<file path="src/rtl/aes_pkg.sv">
// Shared definitions for the AES-128 round controller: FSM encoding, round
// count, index width and the round-constant helper.
package aes_pkg;

    localparam int AES_NR = 10;
    localparam int AES_RW = 4;
    localparam logic [7:0] RCON_INIT = 8'h01;

    typedef enum logic [2:0] {
        ST_IDLE  = 3'd0,
        ST_LOAD  = 3'd1,
        ST_ROUND = 3'd2,
        ST_FINAL = 3'd3,
        ST_DONE  = 3'd4
    } state_e;

    // Multiply by x in GF(2^8), reducing by the AES polynomial.
    function automatic logic [7:0] xtime(input logic [7:0] b);
        return {b[6:0], 1'b0} ^ (b[7] ? 8'h1b : 8'h00);
    endfunction

endpackage

</file>
<file path="src/rtl/aes_rcon_gen.sv">
// Round-constant register for the key schedule: cleared to 01, advanced by
// one xtime step per enabled cycle.
module aes_rcon_gen
    import aes_pkg::*;
(
    input  logic       clk,
    input  logic       rst_n,
    input  logic       en,
    input  logic       clr,
    output logic [7:0] rcon
);

    logic [7:0] rcon_r;

    // Round-constant register; clear wins over advance.
    always_ff @(posedge clk or negedge rst_n) begin
        if (!rst_n) begin
            rcon_r <= RCON_INIT;
        end else if (clr) begin
            rcon_r <= RCON_INIT;
        end else if (en) begin
            rcon_r <= xtime(rcon_r);
        end else begin
            rcon_r <= rcon_r;
        end
    end

    assign rcon = rcon_r;

endmodule

</file>
<file path="src/rtl/aes_round_ctrl.sv">
// AES-128 round sequencer: accepts one block, steps LOAD, nine full rounds,
// the final round, then holds the result until the consumer takes it.
module aes_round_ctrl
    import aes_pkg::*;
#(
    parameter int NR = AES_NR,
    parameter int RW = AES_RW
) (
    input  logic          clk,
    input  logic          rst_n,
    input  logic          in_valid,
    output logic          in_ready,
    output logic          ld_state,
    output logic          round_en,
    output logic          final_rnd,
    output logic          key_en,
    output logic [RW-1:0] round_idx,
    output logic [7:0]    rcon,
    output logic          out_valid,
    input  logic          out_ready,
    output logic          busy
);

    state_e        state_r;
    state_e        state_s;
    logic [RW-1:0] idx_r;
    logic [RW-1:0] idx_s;

    logic in_ready_s, ld_state_s, round_en_s, final_rnd_s, key_en_s, out_valid_s, busy_s;
    logic in_ready_r, ld_state_r, round_en_r, final_rnd_r, key_en_r, out_valid_r, busy_r;

    // State and round-index registers.
    always_ff @(posedge clk or negedge rst_n) begin
        if (!rst_n) begin
            state_r <= ST_IDLE;
            idx_r   <= '0;
        end else begin
            state_r <= state_s;
            idx_r   <= idx_s;
        end
    end

    // Next-state and next-index logic.
    always_comb begin
        state_s = state_r;
        idx_s   = idx_r;
        case (state_r)
            ST_IDLE: begin
                idx_s = '0;
                if (in_valid) begin
                    state_s = ST_LOAD;
                end else begin
                    state_s = ST_IDLE;
                end
            end
            ST_LOAD: begin
                state_s = ST_ROUND;
                idx_s   = RW'(1);
            end
            ST_ROUND: begin
                idx_s = idx_r + RW'(1);
                if (idx_r == RW'(NR - 1)) begin
                    state_s = ST_FINAL;
                end else begin
                    state_s = ST_ROUND;
                end
            end
            ST_FINAL: begin
                state_s = ST_DONE;
                idx_s   = RW'(NR);
            end
            ST_DONE: begin
                if (out_ready) begin
                    state_s = ST_IDLE;
                    idx_s   = '0;
                end else begin
                    state_s = ST_DONE;
                    idx_s   = idx_r;
                end
            end
            default: begin
                state_s = ST_IDLE;
                idx_s   = '0;
            end
        endcase
    end

    // Output decode from the upcoming state, so every output leaves a flop.
    always_comb begin
        in_ready_s  = 1'b0;
        ld_state_s  = 1'b0;
        round_en_s  = 1'b0;
        final_rnd_s = 1'b0;
        key_en_s    = 1'b0;
        out_valid_s = 1'b0;
        busy_s      = 1'b1;
        case (state_s)
            ST_IDLE: begin
                in_ready_s = 1'b1;
                busy_s     = 1'b0;
            end
            ST_LOAD: begin
                ld_state_s = 1'b1;
            end
            ST_ROUND: begin
                round_en_s = 1'b1;
                key_en_s   = 1'b1;
            end
            ST_FINAL: begin
                round_en_s  = 1'b1;
                key_en_s    = 1'b1;
                final_rnd_s = 1'b1;
            end
            ST_DONE: begin
                out_valid_s = 1'b1;
            end
            default: begin
                in_ready_s = 1'b1;
                busy_s     = 1'b0;
            end
        endcase
    end

    // Output registers.
    always_ff @(posedge clk or negedge rst_n) begin
        if (!rst_n) begin
            in_ready_r  <= 1'b1;
            ld_state_r  <= 1'b0;
            round_en_r  <= 1'b0;
            final_rnd_r <= 1'b0;
            key_en_r    <= 1'b0;
            out_valid_r <= 1'b0;
            busy_r      <= 1'b0;
        end else begin
            in_ready_r  <= in_ready_s;
            ld_state_r  <= ld_state_s;
            round_en_r  <= round_en_s;
            final_rnd_r <= final_rnd_s;
            key_en_r    <= key_en_s;
            out_valid_r <= out_valid_s;
            busy_r      <= busy_s;
        end
    end

    // rcon steps at the end of each full round, so FINAL sees the tenth constant.
    aes_rcon_gen u_rcon (
        .clk   (clk),
        .rst_n (rst_n),
        .en    (state_r == ST_ROUND),
        .clr   (state_r != ST_ROUND),
        .rcon  (rcon)
    );

    assign in_ready  = in_ready_r;
    assign ld_state  = ld_state_r;
    assign round_en  = round_en_r;
    assign final_rnd = final_rnd_r;
    assign key_en    = key_en_r;
    assign out_valid = out_valid_r;
    assign busy      = busy_r;
    assign round_idx = idx_r;

endmodule

</file>
<file path="config.mk">
export PLATFORM = sky130hd
export DESIGN_NAME = aes_round_ctrl
export DESIGN_NICKNAME = d
export VERILOG_FILES = /design/src/rtl/aes_pkg.sv /design/src/rtl/aes_rcon_gen.sv /design/src/rtl/aes_round_ctrl.sv
export SDC_FILE = /design/constraint.sdc
export NUM_CORES = 1
export LEC_CHECK = 0
export ABC_CLOCK_PERIOD_IN_PS = 2000
export BUFFER_PORTS_ARGS = -buffer_cell sky130_fd_sc_hd__buf_2
export CAP_MARGIN = 5
export CORE_MARGIN = 1
export CORE_UTILIZATION = 40
export CTS_BUF_LIST = sky130_fd_sc_hd__clkbuf_4 sky130_fd_sc_hd__clkbuf_8
export DETAILED_ROUTE_END_ITERATION = 10
export GPL_TIMING_DRIVEN = 0
export SYNTH_ARGS = -nofsm -noshare
export SYNTH_HDL_FRONTEND = slang
export SYNTH_SLANG_ARGS = --single-unit
</file>
<file path="constraint.sdc">
create_clock -name clk -period 2 [get_ports clk]
set_input_delay 0.1 -clock clk [delete_from_list [all_inputs] [get_ports clk]]
set_output_delay 0.1 -clock clk [all_outputs]
set_load 0.02 [all_outputs]
</file>
==> results of run 1 <==
[worst register-to-register path: stages, from the launching register on]
cell     delay, ns
dfrtp_1       0.39
buf_6         0.13
nor2b_4       0.12
buf_6         0.14
a22o_1        0.18
a22o_1        0.23
[registers in the layout, summed over array words and instances, names as in the netlist]
register     cells
busy             1
final_rnd        1
round_idx        4
key_en           1
in_ready         1
u_rcon.rcon      8
ld_state         1
out_valid        1
state_r          3
[through the flow]
stage	hold WS, ns	utilization (%)	setup slack (ns)
after floorplan	-0.196	-	0.785
after global placement	0.0753	50.4	0.728
after detailed placement	0.0801	50.4	0.729
after CTS	0.0340	52.3	0.701
after global routing	0.0510	52.3	0.652
final	0.0395	52.3	0.720
[routing by layer]
layer | vias to the layer above | share of wire, % | global-route usage (%) | routed length (um)
met5 | - | 0 | 0 | 0
met3 | 0 | 4.6 | 3.14 | 68
met1 | 280 | 51 | 23.4 | 769
met2 | 15 | 44 | 22.8 | 656
li1 | 298 | - | - | -
met4 | 0 | 0 | 7.35 | 0
[cell usage after synthesis]
master   count
a22o_1       2
a31oi_1      1
a32oi_1      1
and2b_1      2
and3_1       4
buf_2        1
buf_4        1
buf_6        2
dfrtp_1     19
dfstp_2      2
ha_1         2
inv_1        5
nand2_1      6
nand2_2      1
nand3_1      1
nor2_1       7
nor2b_4      1
nor3_1       3
o21a_1       1
o21ai_0      3
o21ai_1      1
o22ai_1      1
o31ai_2      1
or2_1        1
xnor2_1      4
xor2_1       1
[cell type report]
class                           instances  share of cell area, %
Timing Repair Buffer                   23                   11.5
Inverter                                5                   1.79
Buffer                                  4                   3.35
Clock inverter                          1                  0.478
Sequential cell                        21                   50.5
Multi-Input combinational cell         44                   27.0
Tap cell                               27                   3.23
Clock buffer                            3                   2.15
[cell families (layout without fill, tap and decap cells)]
kind of cell	count (synthesis)	count (layout)	share of synthesized area [%]
simple gates	26	26	15.6
compound gates	11	11	9.12
buf+inv	9	36	6.22
flops	21	21	61.1
fa+ha+maj	2	2	2.89
xor+xnor	5	5	5.06
[layout by cell type (no fill, tap or decap), types with 2 or more instances in the layout]
| cell | Yosys | layout |
|---|---|---|
| dfrtp_1 | 19 | 19 |
| buf_2 | 1 | 23 |
| nor3_1 | 3 | 3 |
| ha_1 | 2 | 2 |
| and3_1 | 4 | 4 |
| clkbuf_4 | 0 | 3 |
| dfstp_2 | 2 | 2 |
| o21ai_0 | 3 | 3 |
| nor2_1 | 7 | 7 |
| inv_1 | 5 | 5 |
| and2b_1 | 2 | 2 |
| xnor2_1 | 4 | 4 |
| buf_6 | 2 | 2 |
| a22o_1 | 2 | 2 |
| nand2_1 | 6 | 6 |
[path summary, 6_finish.rpt]
check / endpoint / slack, ns / cells past startpoint
max in group asynchronous: in_ready$_DFF_PN1_ / 1.40 / 2
min in group asynchronous: final_rnd$_DFF_PN0_ / 0.26 / 2
min reg2reg: u_rcon.rcon[6]$_DFF_PN0_ / 0.53 / 1
max reg2reg: round_idx[3]$_DFFE_PN0P_ / 0.72 / 5
max: round_idx[3]$_DFFE_PN0P_ / 0.72 / 5
min: state_r[0]$_DFF_PN0_ / 0.04 / 3
[where the power goes]
| part | switching (mW) | internal (mW) |
|---|---|---|
| logic | 0.414 | 0.287 |
| registers | 0.0803 | 0.559 |
| clock network | 0.126 | 0.0745 |
==> out/results.ini, run 1 <==
[outcome]
status = complete, no violations

[timing]
fin_setup_tns_ns = 0
setup_viol = 0
hold_viol = 0
slew_violations = 0
rsz0062_at_grt = false
finalCriticalPeriod_ns = 1.28
fmax_mhz = 781
slew_headroom_pct = 70.1
worst_pin_slew_ns = 0.448
clock_skew_ns = 0.00546
min_period_over_period_pct = 64.0

[critical_path]
crit_arrival_ns = 1.48
crit_required_ns = 2.20
path_max_fanout = 10
cp_cell_sequence = buf_6 -> nor2b_4 -> buf_6 -> a22o_1 -> a22o_1
cp_num_buf_inv = 2
slowest_delay_ns = 0.39
timing.rr.start = state_r[1]$_DFF_PN0_
end_kind = flop
crit_type = reg -> reg
startpoint = state_r[1]$_DFF_PN0_
cpLargestDelayFamily = compound AO/OA/AOI/OAI gates
cp_slowest_cell = dfrtp_1
crit_path_start_kind = flop

[finish]
multi_input_area_um2 = 283
layout.nets = 108
drive_gt1_share_pct = 34.7
final_cell_count_no_fill = 128
diodes = 0
final_cell_area_mm2 = 0.00105
synthToLayoutAreaGrowth_pct = 21.0
seq_area_um2 = 528
nFillCells = 197

[grt]
grt_pass1_vias = 620
antenna_found_initial = 0
grt_use_total_pct = 16.0
gr-total-overflow = 0
grt_first_pass_wirelength_um = 2860
grt_max_degree = 22

[pwr]
power_mw = 1.54
p_leak_nw = 0.583
p_per_area_mw_per_mm2 = 1470
vdd_drop_max_v = 0.000672

[clocking]
numCtsBuffers = 3
cts.repair.resized = 0
post_cts_buffers = 0
tritoncts = built
postCtsHoldBufs = 1
clock_path_buffers = 2
clock-sinks = 21
h-tree-depth = 1
clkTransAtPathRegs_ns = 0.12
insertion_delay_ns = 0.30
root_buffer = clkbuf_4

[route]
drt-initial-drc-count = 11
wire_per_inst_um = 11.7
drc_errors = 0
routed_via_density = 4.63
drt-total-wl_um = 1490
dr.pass1.iters = 4
vias = 593
ant_nets = 0

[synth]
avgSynthCellArea_um2 = 11.7
ys_ff_latch = 21
ys_top_cells_by_area = dfrtp_1, dfstp_2, xnor2_1
synth_nets = 80
yosysTopAreaCellShare_pct = 55.0
synth_warnings = 0
synthCells = 74
yosysTopAreaCell = dfrtp_1
yosysUniqueCellTypes = 26
syn_area_um2 = 865
yosysSeqAreaShare_pct = 61.1

[min_path]
hold_class = in -> reg
min_from = in_valid

[placed_design]
dpl.cell_count = 123
io_buffers = 22
hpwl_um = 1020
place_area_mm2 = 0.00101
gp_congestion = 0.772

[floorplan]
die_h_um = 48.5
rows = 16
initial_core_util_pct = 43.2
core_area_mm2 = 0.00200
io_pins = 23
die-area_mm2 = 0.00235
die_w_um = 48.5

[job]
maxCapViolCount = 0

No activity file was read; power rests on OpenSTA's default activity.
==> run 2: changes to the inputs <==
--- a/config.mk
+++ b/config.mk
@@ -5,7 +5,7 @@
 export SDC_FILE = /design/constraint.sdc
 export NUM_CORES = 1
 export LEC_CHECK = 0
-export ABC_CLOCK_PERIOD_IN_PS = 2000
+export ABC_CLOCK_PERIOD_IN_PS = 1100
 export BUFFER_PORTS_ARGS = -buffer_cell sky130_fd_sc_hd__buf_2
 export CAP_MARGIN = 5
 export CORE_MARGIN = 1
@@ -13,6 +13,7 @@
 export CTS_BUF_LIST = sky130_fd_sc_hd__clkbuf_4 sky130_fd_sc_hd__clkbuf_8
 export DETAILED_ROUTE_END_ITERATION = 10
 export GPL_TIMING_DRIVEN = 0
+export PLACE_DENSITY = 0.66
 export SYNTH_ARGS = -nofsm -noshare
 export SYNTH_HDL_FRONTEND = slang
 export SYNTH_SLANG_ARGS = --single-unit
==> constraint.sdc (replaced) <==
create_clock -name clk -period 1.1 [get_ports clk]
set_input_delay 0.055 -clock clk [delete_from_list [all_inputs] [get_ports clk]]
set_output_delay 0.055 -clock clk [all_outputs]
set_load 0.02 [all_outputs]
==> run 2 against run 1 <==
  * Fmax increased by 11%
  * Combinational power increased by 110%
  * Cell count increased by 3.9%
  * The flow now finishes with violations (setup timing)
  * Via count increased by 4.9%
  * Total power increased by 97%
  * Flip-flop and latch count unchanged
==> out/results.ini, run 2 (synthesis results as in run 1) <==
[floorplan]
io_pins = 23  ; unchanged
die_w_um = 48.5  ; unchanged
core_area_mm2 = 0.00200  ; unchanged
die-area_mm2 = 0.00235  ; unchanged
initial_core_util_pct = 43.2  ; unchanged
rows = 16  ; unchanged
die_h_um = 48.5  ; unchanged

[clocking]
tritoncts = built
root_buffer = clkbuf_4
clkTransAtPathRegs_ns = 0.11  ; about the same
clock-sinks = 21  ; unchanged
insertion_delay_ns = 0.30  ; about the same
clock_path_buffers = 2  ; unchanged
numCtsBuffers = 3  ; unchanged
h-tree-depth = 1  ; unchanged

[finish]
synthToLayoutAreaGrowth_pct = 29.8
drive_gt1_share_pct = 43.4  ; +8.7 points
final_cell_mix = buf_2, dfrtp_1, buf_4, nor2_1, nand2_1
layout.nets = 113  ; +4.6%
layout_commonest_cell = buf_2
final_cell_area_mm2 = 0.00112  ; +7.3%
largest_reg_flops = 8  ; unchanged
final_util_pct = 56.1  ; +3.8 points
diodes = 0  ; unchanged

[critical_path]
crit_arrival_ns = 1.36  ; -0.12 ns
crit_required_ns = 1.30  ; -0.90 ns
crit_type = reg -> reg
end_kind = flop
path_max_fanout = 4  ; -6
crit_path_start_kind = flop

[route]
ant_nets = 0  ; unchanged
wire_per_inst_um = 11.8  ; +1.0%
dr.pass1.iters = 4  ; unchanged
drt-total-wl_um = 1570  ; +5.0%
drc_errors = 0  ; unchanged
routed_via_density = 4.68  ; +0.95%
vias = 622  ; +4.9%
drt-initial-drc-count = 11  ; unchanged

[placed_design]
io_buffers = 22  ; unchanged
place_area_mm2 = 0.00102  ; +1.5%
hpwl_um = 1040  ; +1.7%
gp_congestion = 0.825  ; +6.9%

[timing]
min_period_over_period_pct = 105  ; +41 points
slew_violations = 0  ; unchanged
hold_viol = 0  ; unchanged
fmax_mhz = 865  ; +11%
finalCriticalPeriod_ns = 1.16  ; -0.124 ns
clock_skew_ns = 0.00114  ; -0.00432 ns
worst_pin_slew_ns = 0.465  ; +0.0174 ns
setup_viol = 6  ; +6
rsz0062_at_grt = true
hold_slack_ns = 0.224  ; +0.185 ns
setup_ws_ns = -0.0557  ; -0.776 ns
fin_setup_tns_ns = -0.0946  ; -0.0946 ns
slew_headroom_pct = 69.0  ; -1.2 points

[grt]
grt_use_total_pct = 15.6  ; -0.35 points
gr-total-overflow = 0  ; unchanged
grt_max_degree = 22  ; unchanged
antenna_found_initial = 0  ; unchanged
grt_pass1_vias = 561  ; -9.5%
grt_first_pass_wirelength_um = 2660  ; -6.8%

[pwr]
p_per_area_mw_per_mm2 = 2700  ; +83%
power_mw = 3.03  ; +97%
vdd_drop_max_v = 0.00125  ; +85%
p_leak_nw = 0.607  ; +4.0%

[outcome]
status = finished, violations left
violations = setup timing

[min_path]
hold_class = in -> async

[job]
maxCapViolCount = 0  ; unchanged

-- run 2: what timing repair did --
item                       4_1_cts  5_1_grt
buffers inserted                 4        1
hold buffers                     2        0
pin swaps                        1        2
gates resized for setup          5        5
setup endpoints to repair        9       16
hold endpoints to repair        21        0
-- run 2: where the power goes --
part | switching [mW] | internal [mW] | total, mW
clock network | 0.223 | 0.166 | 0.390
logic | 0.840 | 0.641 | 1.48
registers | 0.133 | 1.02 | 1.16
-- run 2: critical path, stage by stage (launching register included) --
cell     delay, ns
dfrtp_2       0.43
and2b_1       0.20
a22o_1        0.22
a22o_1        0.21
-- run 2: layout make-up --
| cell class | count | area (um^2) |
|---|---|---|
| fillers | 189 | 880 |
| inverters | 5 | 18.8 |
| well taps | 27 | 33.8 |
| clock buffers | 4 | 30.0 |
| multi-input cells | 44 | 308 |
| flip-flops and latches | 21 | 532 |
| repair buffers | 29 | 174 |
| plain buffers | 3 | 26.3 |
-- run 2: path summary, 6_finish.rpt --
kind / cells after the start / endpoint / slack, ns / from
worst min register to register: 1 / u_rcon.rcon[7]$_DFF_PN0_ / 0.52 / u_rcon.rcon[6]$_DFF_PN0_
worst min-delay path: 2 / busy$_DFF_PN0_ / 0.22 / rst_n
max in group asynchronous: 2 / u_rcon.rcon[0]$_DFF_PN1_ / 0.53 / rst_n
worst max register to register: 3 / round_idx[3]$_DFFE_PN0P_ / -0.06 / state_r[2]$_DFF_PN0_
worst max-delay path: 3 / round_idx[3]$_DFFE_PN0P_ / -0.06 / state_r[2]$_DFF_PN0_
min in group clk: 4 / state_r[2]$_DFF_PN0_ / 0.28 / out_ready
-- run 2: through the flow --
step           std cells  setup WS (ns)
2_1_floorplan         74        -0.0944
3_5_place_dp         123         -0.143
4_1_cts              132        -0.0885
6_report             133        -0.0557
5_1_grt              133         -0.121
3_3_place_gp         123         -0.141
-- run 2: layer usage --
metal	global-route usage [%]	vias up	wire length [um]
li1	-	307	-
met1	20.4	296	742
met2	23.0	16	742
met3	3.77	3	51
met4	10.3	0	32
met5	0	-	0
==> run 3: changes to the inputs <==
--- a/config.mk
+++ b/config.mk
@@ -8,12 +8,15 @@
 export ABC_CLOCK_PERIOD_IN_PS = 1100
 export BUFFER_PORTS_ARGS = -buffer_cell sky130_fd_sc_hd__buf_2
 export CAP_MARGIN = 5
+export CELL_PAD_IN_SITES_DETAIL_PLACEMENT = 1
+export CELL_PAD_IN_SITES_GLOBAL_PLACEMENT = 2
 export CORE_MARGIN = 1
-export CORE_UTILIZATION = 40
+export CORE_UTILIZATION = 30
 export CTS_BUF_LIST = sky130_fd_sc_hd__clkbuf_4 sky130_fd_sc_hd__clkbuf_8
 export DETAILED_ROUTE_END_ITERATION = 10
 export GPL_TIMING_DRIVEN = 0
-export PLACE_DENSITY = 0.66
+export HOLD_SLACK_MARGIN = 0.15
+export PLACE_DENSITY_LB_ADDON = 0.1
 export SYNTH_ARGS = -nofsm -noshare
 export SYNTH_HDL_FRONTEND = slang
 export SYNTH_SLANG_ARGS = --single-unit
==> run 3 against run 2 <==
  * Worst hold slack better by 0.017 ns
  * Largest cell class unchanged
  * Die area is 32% higher
  * Highest routed layer unchanged
  * The flow still finishes with violations (setup timing)
  * Critical endpoint unchanged
  * Total power is 2.6% higher
  * Final area is 2.1% higher
==> out/results.ini, run 3 (synthesis results as in run 1) <==
[outcome]
status = finished, violations left
violations = setup timing

[floorplan]
die-area_mm2 = 0.00310  ; +32%
die_h_um = 55.7  ; +15%
die_w_um = 55.7  ; +15%
io_pins = 23  ; unchanged
initial_core_util_pct = 31.6  ; -12 points
rows = 19  ; +3
core_area_mm2 = 0.00273  ; +37%

[timing]
slew_violations = 0  ; unchanged
rsz0062_at_grt = true
fin_setup_tns_ns = -0.110  ; -0.0155 ns
finalCriticalPeriod_ns = 1.19  ; +0.0366 ns
setup_viol = 3  ; -3
fmax_mhz = 839  ; -3.1%
slew_headroom_pct = 67.8  ; -1.2 points
setup_ws_ns = -0.0923  ; -0.0366 ns
min_period_over_period_pct = 108  ; +3.3 points
worst_pin_slew_ns = 0.483  ; +0.0181 ns
hold_viol = 0  ; unchanged
clock_skew_ns = 0.00158  ; +0.000438 ns

[critical_path]
cp_num_buf_inv = 0  ; unchanged
crit_path_start_kind = flop
timing.rr.start = state_r[2]$_DFF_PN0_
crit_required_ns = 1.30  ; about the same
cp_slowest_cell = dfrtp_2
crit_type = reg -> reg
cp_cell_sequence = and2b_1 -> a22o_1 -> a22o_1
path_max_fanout = 5  ; +1
cpLargestDelayFamily = flip-flops
slowest_delay_ns = 0.46  ; +0.03 ns
end_kind = flop
startpoint = state_r[2]$_DFF_PN0_
crit_path_frequent_cell = a22o_1
crit_arrival_ns = 1.39  ; +0.03 ns

[route]
drt-initial-drc-count = 5  ; -6
dr.pass1.iters = 3  ; -1
wire_per_inst_um = 12.9  ; +9.3%
drc_errors = 0  ; unchanged
vias = 621  ; -0.16%
ant_nets = 0  ; unchanged
drt-total-wl_um = 1780  ; +13%
routed_via_density = 4.50  ; -3.8%

[finish]
final_util_pct = 41.9  ; -14 points
diodes = 0  ; unchanged
synthToLayoutAreaGrowth_pct = 32.6
final_cell_mix = buf_2, dfrtp_1, buf_4, nand2_1
multi_input_area_um2 = 318  ; +3.3%
seq_area_um2 = 533  ; +0.24%
largest_reg_flops = 8  ; unchanged
nFillCells = 302  ; +60%
layout.nets = 114  ; +0.88%
drive_gt1_share_pct = 47.7  ; +4.3 points
layout_commonest_cell = buf_2
final_cell_count_no_fill = 138  ; +3.8%
final_cell_area_mm2 = 0.00115  ; +2.1%

[clocking]
root_buffer = clkbuf_4
numCtsBuffers = 3  ; unchanged
insertion_delay_ns = 0.29  ; about the same
h-tree-depth = 1  ; unchanged
clock_path_buffers = 2  ; unchanged
tritoncts = built
clkTransAtPathRegs_ns = 0.11  ; about the same
clock-sinks = 21  ; unchanged

[grt]
grt_pass1_vias = 654  ; +17%
grt_use_total_pct = 13.2  ; -2.4 points
grt_max_degree = 22  ; unchanged
antenna_found_initial = 0  ; unchanged
grt_first_pass_wirelength_um = 3130  ; +18%
gr-total-overflow = 0  ; unchanged

[pwr]
combPwrFrac_pct = 49.6  ; +0.7 points
p_per_area_mw_per_mm2 = 2710  ; +0.45%
p_leak_nw = 0.611  ; +0.65%
vdd_drop_max_v = 0.00108  ; -13%
netSwitchingPower_mw = 1.24  ; +4.0%
intPower_mw = 1.86  ; +1.7%
p_clk_share_pct = 12.6  ; -0.3 points
p_seq_share_pct = 37.8  ; -0.4 points
swShare_pct = 40.0  ; +0.53 points
power_mw = 3.11  ; +2.6%

[placed_design]
io_buffers = 22  ; unchanged
hpwl_um = 1230  ; +19%
dpl.cell_count = 127  ; +3.3%
gp_congestion = 0.743  ; -9.9%
place_area_mm2 = 0.00103  ; +0.49%

[min_path]
hold_class = in -> async

[job]
maxCapViolCount = 0  ; unchanged

## run 3: cell types whose count changed in the layout (fill, tap and decap cells not counted)
cell	before	now
dfrtp_2	3	4
inv_4	0	1
nor3_2	0	1
dfrtp_1	16	15
buf_2	21	22
nor2_1	6	4
nor3_1	3	2
nor2_2	0	2
inv_2	2	1
## run 3: per-stage QoR
stage          setup slack, ns  hold WS, ns
5_1_grt                 -0.133        0.259
6_report               -0.0923        0.241
4_1_cts                 -0.101        0.244
2_1_floorplan          -0.0944       -0.241
3_3_place_gp            -0.161       0.0366
3_5_place_dp            -0.149       0.0456
## run 3: routing by layer
layer / track usage, % / up-vias / wire [um]
met4: 6.43 / 0 / 13
met2: 18.8 / 12 / 808
met5: 0 / - / 0
met1: 19.5 / 298 / 898
met3: 2.09 / 2 / 58
li1: - / 309 / -
## run 3: final cells by class
class | count | share of cell area (%)
Multi-Input combinational cell | 44 | 27.7
Sequential cell | 21 | 46.5
Inverter | 5 | 1.86
Tap cell | 31 | 3.38
Clock buffer | 4 | 2.62
Timing Repair Buffer | 30 | 15.6
Buffer | 3 | 2.29
## run 3: path summary, 6_finish.rpt
kind / cells after the start / slack (ns) / end
worst max-delay path: 3 / -0.09 / round_idx[3]$_DFFE_PN0P_
worst max register to register: 3 / -0.09 / round_idx[3]$_DFFE_PN0P_
worst min-delay path: 2 / 0.24 / key_en$_DFF_PN0_
worst min register to register: 1 / 0.52 / u_rcon.rcon[5]$_DFF_PN0_
min in group clk: 4 / 0.29 / state_r[2]$_DFF_PN0_
max in group asynchronous: 2 / 0.51 / u_rcon.rcon[0]$_DFF_PN1_
## run 3: worst register-to-register path, stage by stage (launching register included)
cell,delay [ns]
dfrtp_2,0.46
and2b_1,0.22
a22o_1,0.22
a22o_1,0.20
## run 3: power groups by stage
stage                     Sequential (mW)  Combinational, mW  Clock [mW]
after floorplan                      1.40              0.741           0
after global placement               1.20               1.31           0
after detailed placement             1.21               1.32           0
after CTS                            1.18               1.48       0.415
after global routing                 1.21               1.73       0.450
final                                1.17               1.54       0.391
## run 3: what timing repair did
action	4_1_cts	5_1_grt
buffers inserted	6	0
endpoints found under the hold margin	25	0
pin swaps	3	0
endpoints found under the setup margin	12	19
gates resized for setup	3	11
hold buffers	2	0
gates cloned	0	0
